===== src/rtl/clock_pkg.sv =====
// Shared definitions for the clock/calendar datapath:
// mode encoding, field widths and the month-length table.
package clock_pkg;

    typedef enum logic [1:0] {
        MODE_RUN       = 2'd0,
        MODE_SET_TIME  = 2'd1,
        MODE_SET_DATE  = 2'd2,
        MODE_SET_ALARM = 2'd3
    } mode_e;

    localparam int HH_W  = 5;
    localparam int MM_W  = 6;
    localparam int SS_W  = 6;
    localparam int DAY_W = 5;
    localparam int MON_W = 4;

    // No leap years: February is always 28 days.
    function automatic logic [DAY_W-1:0] monthLen(input logic [MON_W-1:0] m);
        unique case (m)
            4'd2:                      monthLen = 5'd28;
            4'd4, 4'd6, 4'd9, 4'd11:   monthLen = 5'd30;
            default:                   monthLen = 5'd31;
        endcase
    endfunction

endpackage


===== src/rtl/sec_prescaler.sv =====
// Divides mclk down to a one-cycle pulse per second.
// hold parks the counter at 0 so a release starts a full period.
module sec_prescaler #(
    parameter int MFREQ_KHZ = 1
) (
    input  logic mclk,
    input  logic rst,
    input  logic hold,
    output logic sec_tick
);

    localparam logic [31:0] LAST = 32'(MFREQ_KHZ * 1000 - 1);

    logic [31:0] count;

    always_ff @(posedge mclk or negedge rst) begin
        if (!rst) begin
            count    <= '0;
            sec_tick <= 1'b0;
        end else if (hold) begin
            count    <= '0;
            sec_tick <= 1'b0;
        end else begin
            sec_tick <= (count == LAST);
            count    <= (count == LAST) ? '0 : count + 32'd1;
        end
    end

endmodule


===== src/rtl/time_keeper.sv =====
// Time-of-day, calendar and alarm state with per-mode user edits.
// Button pulses edit date/alarm fields; the second tick only moves time.
module time_keeper
    import clock_pkg::*;
#(
    parameter int MFREQ_KHZ  = 1,
    parameter int ALARM_SECS = 60
) (
    input  logic        mclk,
    input  logic        rst,
    input  logic [1:0]  clk_mode,
    input  logic [1:0]  vButton,
    output logic [4:0]  hh,
    output logic [5:0]  mm,
    output logic [5:0]  ss,
    output logic [4:0]  day,
    output logic [3:0]  month,
    output logic [4:0]  alarm_hh,
    output logic [5:0]  alarm_mm,
    output logic        sec_tick,
    output logic        alarm_active
);

    localparam logic [31:0] ALARM_LAST = 32'(ALARM_SECS - 1);

    mode_e mode;
    logic  setTime;
    assign mode    = mode_e'(clk_mode);
    assign setTime = (mode == MODE_SET_TIME);

    sec_prescaler #(.MFREQ_KHZ(MFREQ_KHZ)) uPrescaler (
        .mclk     (mclk),
        .rst      (rst),
        .hold     (setTime),
        .sec_tick (sec_tick)
    );

    logic [5:0] mmInc, ssTick, mmTick;
    logic [4:0] hhInc, hhTick, curLen;
    logic [3:0] monthInc;
    logic       dayCarry;

    assign mmInc    = (mm == 6'd59) ? '0 : mm + 6'd1;
    assign hhInc    = (hh == 5'd23) ? '0 : hh + 5'd1;
    assign monthInc = (month == 4'd12) ? 4'd1 : month + 4'd1;
    assign curLen   = monthLen(month);

    always_comb begin
        ssTick   = (ss == 6'd59) ? '0 : ss + 6'd1;
        mmTick   = mm;
        hhTick   = hh;
        dayCarry = 1'b0;
        if (ss == 6'd59) begin
            mmTick = mmInc;
            if (mm == 6'd59) begin
                hhTick   = hhInc;
                dayCarry = (hh == 5'd23);
            end
        end
    end

    logic [5:0] mmNext, ssNext, aMmNext;
    logic [4:0] hhNext, dayNext, aHhNext;
    logic [3:0] monthNext;

    always_comb begin
        hhNext    = hh;
        mmNext    = mm;
        ssNext    = ss;
        dayNext   = day;
        monthNext = month;
        aHhNext   = alarm_hh;
        aMmNext   = alarm_mm;
        if (!setTime && sec_tick) begin
            ssNext = ssTick;
            mmNext = mmTick;
            hhNext = hhTick;
        end
        // Date editing mode drops the midnight carry to keep the date still.
        if (sec_tick && dayCarry &&
            (mode == MODE_RUN || mode == MODE_SET_ALARM)) begin
            if (day == curLen) begin
                dayNext   = 5'd1;
                monthNext = monthInc;
            end else begin
                dayNext = day + 5'd1;
            end
        end
        unique case (mode)
            MODE_SET_TIME: begin
                ssNext = '0;
                if (vButton[0]) mmNext = mmInc;
                if (vButton[1]) hhNext = hhInc;
            end
            MODE_SET_DATE: begin
                if (vButton[0]) dayNext = (day == curLen) ? 5'd1 : day + 5'd1;
                if (vButton[1]) begin
                    monthNext = monthInc;
                    if (dayNext > monthLen(monthInc))
                        dayNext = monthLen(monthInc);
                end
            end
            MODE_SET_ALARM: begin
                if (vButton[0]) aMmNext = (alarm_mm == 6'd59) ? '0 : alarm_mm + 6'd1;
                if (vButton[1]) aHhNext = (alarm_hh == 5'd23) ? '0 : alarm_hh + 5'd1;
            end
            default: begin
            end
        endcase
    end

    logic [31:0] alarmCnt;
    logic        alarmHit, alarmClr;

    assign alarmHit = (mode == MODE_RUN) && sec_tick && (ssTick == '0) &&
                      (mmTick == alarm_mm) && (hhTick == alarm_hh);
    assign alarmClr = (|vButton) || (mode != MODE_RUN) ||
                      (alarm_active && sec_tick && alarmCnt == ALARM_LAST);

    always_ff @(posedge mclk or negedge rst) begin
        if (!rst) begin
            hh           <= '0;
            mm           <= '0;
            ss           <= '0;
            day          <= 5'd1;
            month        <= 4'd1;
            alarm_hh     <= 5'd7;
            alarm_mm     <= '0;
            alarm_active <= 1'b0;
            alarmCnt     <= '0;
        end else begin
            hh       <= hhNext;
            mm       <= mmNext;
            ss       <= ssNext;
            day      <= dayNext;
            month    <= monthNext;
            alarm_hh <= aHhNext;
            alarm_mm <= aMmNext;
            if (alarmClr) begin
                alarm_active <= 1'b0;
                alarmCnt     <= '0;
            end else if (alarmHit) begin
                alarm_active <= 1'b1;
                alarmCnt     <= '0;
            end else if (alarm_active && sec_tick) begin
                alarmCnt <= alarmCnt + 32'd1;
            end
        end
    end

endmodule


===== config.mk =====
export PLATFORM = sky130hd
export DESIGN_NAME = time_keeper
export DESIGN_NICKNAME = d
export VERILOG_FILES = /design/src/rtl/clock_pkg.sv /design/src/rtl/sec_prescaler.sv /design/src/rtl/time_keeper.sv
export SDC_FILE = /design/constraint.sdc
export NUM_CORES = 1
export LEC_CHECK = 0
export BUFFER_PORTS_ARGS = -buffer_cell sky130_fd_sc_hd__buf_2
export CORE_MARGIN = 4
export CORE_UTILIZATION = 56
export CTS_CLUSTER_SIZE = 20
export DETAILED_ROUTE_END_ITERATION = 10
export GPL_ROUTABILITY_DRIVEN = 0
export PLACE_DENSITY = 0.76
export REMOVE_ABC_BUFFERS = 1
export SKIP_CTS_REPAIR_TIMING = 1
export SYNTH_ARGS = -nofsm -noshare
export SYNTH_HDL_FRONTEND = slang
export SYNTH_HIERARCHICAL = 1
export SYNTH_SLANG_ARGS = --single-unit

===== constraint.sdc =====
create_clock -name mclk -period 3.36 [get_ports mclk]
set_input_delay 0.168 -clock mclk [delete_from_list [all_inputs] [get_ports mclk]]
set_output_delay 0.168 -clock mclk [all_outputs]
set_load 0.005 [all_outputs]

== Word-level counts from Yosys, hierarchy flattened ==
Cells that the tools add are included.
Word-level totals
  flip-flop bits (word level): 103
  latch bits: 0
  memory bits (writable): 0
  ROM bits: 0
  input bits: 6
  output and inout bits: 39
  logic and storage cells: 111
  memories: 0
Operators by class
  $add $sub $neg: 9
  multipliers: 0
  div/mod/pow operators: 0
  $lt $le $gt $ge: 1
  equality and inequality tests: 24
  shift operators: 0
  mux-type cells: 42
  bitwise logic cells: 0
  reduce and logical (&&, ||, !) cells: 24
Operator list (count)
  $mux W32: 5
  $mux W5: 16
  $add A32 B1 Y32 const B: 2
  $mux W6: 9
  $eq A32 B10 Y1 const B: 1
  $eq A32 B6 Y1 const B: 1
  $eq A4 B4 Y1 const B: 5
  $mux W4: 5
  $add A6 B1 Y6 const B: 3
  $eq A6 B6 Y1 const B: 3
  $eq A4 B3 Y1 const B: 4
  $add A5 B1 Y5 const B: 3
  $eq A5 B5 Y1: 2
  $eq A5 B5 Y1 const B: 2
  $logic_and A1 B1 Y1: 9
  $eq A4 B2 Y1 const B: 2
  $pmux W2 S2: 2
  $reduce_or A4 Y1: 2
  $eq A6 B6 Y1: 1
  $logic_not A6 Y1: 1
  $reduce_bool A2 Y1: 3
  $gt A5 B5 Y1: 1
  $mux W1: 5
  $add A4 B1 Y4 const B: 1
  other kinds (8): 12

== Longest topological paths before layout ==
  depth after elaboration: 12
  depth in mapped cells: 16
  depth with buffers taken out: 14

== Cells and area by module ==
The synthesis kept the hierarchy.
Modules (own cells, without submodules)
  time_keeper: times used 1, cells each 560, area an instance 5197.5 um^2, sequential area each 1757.9 um^2
  sec_prescaler: times used 1, cells each 192, area an instance 1835.5 um^2, sequential area each 825.8 um^2

== Worst setup path before layout ==
OpenSTA, ideal clock, no wires.
  path kind: register -> register
  start point: register month[0]
  end point: register day[1]
  setup time: 118 ps
  arrival: 3372 ps
  data required time: 3242 ps
  setup slack: -130 ps
  cell stages (with the launch flop): 17
  path buffers: 2
  period minus slack after synthesis: 3490 ps
  cell sequence: dfstp_2 > inv_1 > ha_1 > clkbuf_1 > a211oi_1 > a211o_1 > nand4_1 > clkbuf_1 > a31oi_1 > inv_1 > ha_1 > nor2b_1 > o2111ai_1 > a2111oi_0 > a31oi_1 > mux2i_1 > a21o_1
Between the ends
  longest elaborated chain between the ends: 12
  elaborated cells on any way between the ends: 28
  those cells by class: 1 x add/sub; 1 x order compare; 12 x eq/ne; 12 x mux; 2 x reduce/logical
Ends and longest elaborated chain
  start, declared: line time_keeper.sv:17  | output logic [3:0] month,
  start signal, assigned: line time_keeper.sv:136  | month <= monthNext;
  branches (longest 11 deep; another with $gt A5 B5 Y1)
  $mux W5 (*): line time_keeper.sv:89  | unique case (mode)
  net dayNext[1]: line time_keeper.sv:63  | logic [4:0] hhNext, dayNext, aHhNext;
  end signal, assigned: line time_keeper.sv:135  | day <= dayNext;
  end, declared: line time_keeper.sv:16  | output logic [4:0] day,
Mark *: on every way through the listed nets, which the timed path passes. The select of a mux whose other input is x is not followed.
A chain may end at the register's enable or synchronous reset.

== Final worst setup path ==
Ends and elaborated chain as after synthesis.

==> results.py <==
metrics = {
    "synth": {
        "yosysWarnings": 6,
        "synth.area.top_cells": "dfrtp_1 (35%), a211oi_2 (5.0%), xor2_1 (3.9%)",
        "syn_area_sq_um": 7030,
        "ys_async_sr_fraction_pct": 100,
        "yosys.cell_types.count": 81,
        "syn_inst": 752,
        "synth-seq-cells": 103,
        "synth_flop_cell": "dfrtp_1",
        "syn_avg_cell_area_sq_um": 9.35,
        "synth_top_area_share_pct": 34.9,
        "synth_edf_count": 0,
        "synth_top_cell_by_area": "dfrtp_1",
        "ys_seq_area_share_pct": 36.7,
    },
    "setup_path": {
        "crit_chain": "inv_1 > ha_2 > nor3b_1 > xor2_1 > nand4_1 > buf_4 > nand3_1 > o21ai_0 > ha_1 > nand2_1 > o2111ai_2 > a2111oi_2 > buf_4 > a31oi_1 > mux2i_1 > a21o_1",
        "cp.arrival_ps": 3450,
        "rr_startpoint": "month[0]",
        "crit_type": "register to register",
        "crit_fanout": 11,
        "start_kind": "register",
        "rrSetupSlack_ps": 150,
        "cp_slowest_stage_delay_ps": 400,
        "critPathRequiredTime_ps": 3600,
        "critPathSlowestCell": "dfstp_2",
        "end_kind": "register",
        "r2r-end": "day[1]",
        "critPathTopFamily": "compound AO/OA/AOI/OAI gates",
        "path_buf_inv": 3,
        "cp_common_cell": "buf_4",
        "r2r_cells": 16,
    },
    "power": {
        "p_leak_nw": 3.25,
        "power_density_nw_per_um2": 555,
        "power_w": 0.00433,
        "vdd_drop_max_mv": 0.266,
    },
    "sta": {
        "worst_slack_ps": 155,
        "final.min_clock_period_ps": 3210,
        "setup_viol": 0,
        "fin_crit_sh_pct": 95.4,
        "fmax_mhz": 312,
        "fin_worst_skew_ps": 8.36,
        "rsz0062_at_grt": "false",
        "hold_viol_final": 39,
        "drv_slew": 0,
        "worstMarginPinSlew_ps": 950,
        "hold_slack_ps": -61.8,
        "slew_headroom_pct": 36.6,
        "fin_setup_tns_ps": 0,
    },
    "final_layout": {
        "register_area_sq_um": 2580,
        "fill_cells": 990,
        "drive_gt1_share_pct": 19.9,
        "syn2layout_area_growth_pct": 10.8,
        "layout_commonest_cell": "dfrtp_1",
        "final_core_util_pct": 64.1,
        "diodes": 0,
        "multi_input_area_sq_um": 4110,
        "final_cell_mix": "dfrtp_1 (98), nand2_1 (53), a21oi_1 (43), buf_2 (43), nor2_1 (39)",
        "fin_nets": 815,
    },
    "detailed_routing": {
        "num_vias": 6163,
        "wirelength_um": 16500,
        "drtIter0Drc": 722,
        "route.detailed.drc": 0,
        "post_drt_wl_per_cell_um": 17.1,
        "first_pass_iters": 5,
        "via_per_inst": 6.40,
        "detail-route-antenna-nets": 0,
    },
    "run": {
        "drv_cap": 0,
    },
    "global_routing": {
        "grt_max_degree": 77,
        "grt_pass1_vias": 5765,
        "grt-ovfl-total": 0,
        "grt_use_total_pct": 23.3,
        "antenna_found_initial": 0,
        "grt_pass1_wl_um": 27800,
    },
    "clock_network": {
        "clock-sinks": 103,
        "h-tree-depth": 3,
        "path_clk_slew_ps": 70,
        "cts_root_buf": "clkbuf_16",
        "insertion_delay_ps": 350,
        "tritoncts": "built",
        "clockBufferDepth": 2,
        "cts_buffers": 9,
    },
    "die": {
        "rows": 40,
        "ios": 45,
        "die_w_um": 120,
        "chipHeight_um": 120,
        "core_sq_um": 12200,
        "die_area_sq_um": 14400,
        "initial_core_util_pct": 57.8,
    },
    "placement": {
        "pre_cts_ws_ps": -40.7,
        "portBuffers": 44,
        "hpwl_um": 11600,
    },
    "run_status": {
        "violations": "hold timing",
        "status": "finished, violations left",
    },
    "worst_hold_path": {
        "hp-class": "input port to asynchronous set/reset pin",
    },
}
sequential cells by signal, summed over array words and instances, names as in the netlist:
register and flops:
month 4, day 5, ss 6, alarm_hh 5
hh 5, mm 6, uPrescaler/count 32, alarm_active 1
alarm_mm 6, uPrescaler/sec_tick 1, alarmCnt 32
worst register-to-register path, stage by stage, from the launching register on:
cell,delay [ps]
dfstp_2,400
inv_1,120
ha_2,240
nor3b_1,340
xor2_1,190
nand4_1,140
buf_4,200
nand3_1,80
o21ai_0,100
ha_1,300
nand2_1,80
o2111ai_2,150
a2111oi_2,240
buf_4,180
a31oi_1,40
mux2i_1,130
a21o_1,180
final cells by class:
type / count / share of cell area, %
Clock buffer: 10 / 2.94
Clock inverter: 6 / 1.20
Inverter: 22 / 1.06
Multi-Input combinational cell: 577 / 52.8
Sequential cell: 103 / 33.2
Tap cell: 168 / 2.70
Timing Repair Buffer: 77 / 6.20
worst max path at each step:
stage,from,endpoint,slack [ps],depth (start not counted)
6_report,month[0],day[1],150,16
5_1_grt,month[0],day[1],10,15
2_1_floorplan,month[0],day[1],-100,14
3_3_place_gp,month[0],day[1],140,14
3_5_place_dp,month[0],day[1],-40,14
4_1_cts,month[0],day[1],-120,15
layer usage:
| layer | GRT usage, % | share of wire [%] | wire length [um] | vias to the layer above |
|---|---|---|---|---|
| met1 | 30.6 | 43 | 7140 | 3039 |
| met5 | 0 | 0 | 0 | - |
| li1 | - | - | - | 2883 |
| met4 | 7.52 | 2.1 | 342 | 0 |
| met2 | 39.4 | 50 | 8170 | 204 |
| met3 | 3.53 | 5.1 | 847 | 37 |
Yosys cell counts, types with 3 or more instances:
cell,n
inv_1,22
or4_1,11
nor2_1,39
mux2i_1,12
nand4_1,28
a22oi_1,4
nand3_1,36
clkbuf_4,3
buf_6,8
and2_1,9
or3_1,11
o21bai_1,3
o211a_1,3
a211oi_2,28
ha_1,19
clkbuf_1,23
dfrtp_1,98
buf_2,9
nor3b_1,3
nand2b_1,11
nor4_1,17
a21o_1,8
and3_1,17
mux2_2,3
xnor2_1,24
o21ai_0,36
buf_4,7
dfstp_2,5
o31ai_1,12
nand4b_1,5
a211oi_1,5
o211ai_1,3
nand2_1,53
a22o_1,4
and4_1,11
a21boi_0,3
xor2_1,31
nand3b_1,3
a31oi_1,9
a21oi_1,43
nor3_1,14
a211o_1,3
nor2b_1,7
through the flow:
stage,std cells,hold slack (ps),cell area (sq um)
floorplan,702,-128,6740
detailed placement,947,371,7430
global placement,947,356,7430
CTS,963,-4.75,7760
global route,963,38.9,7790
finish,963,-61.8,7790
where the power goes:
part | internal (W) | switching (W)
logic | 0.000664 | 0.000807
clock network | 0.000659 | 0.000480
registers | 0.00141 | 0.000305
cells by family after synthesis:
kind of cell	share of synthesized area, %
XOR/XNOR	7.08
AO/OA/AOI/OAI	19.8
AND/OR/NAND/NOR	25.3
adder cells (fa/ha/maj)	3.38
flip-flops	36.7
multiplexers	2.35
buffers and inverters	5.39
No activity file was read; power rests on OpenSTA's default activity.
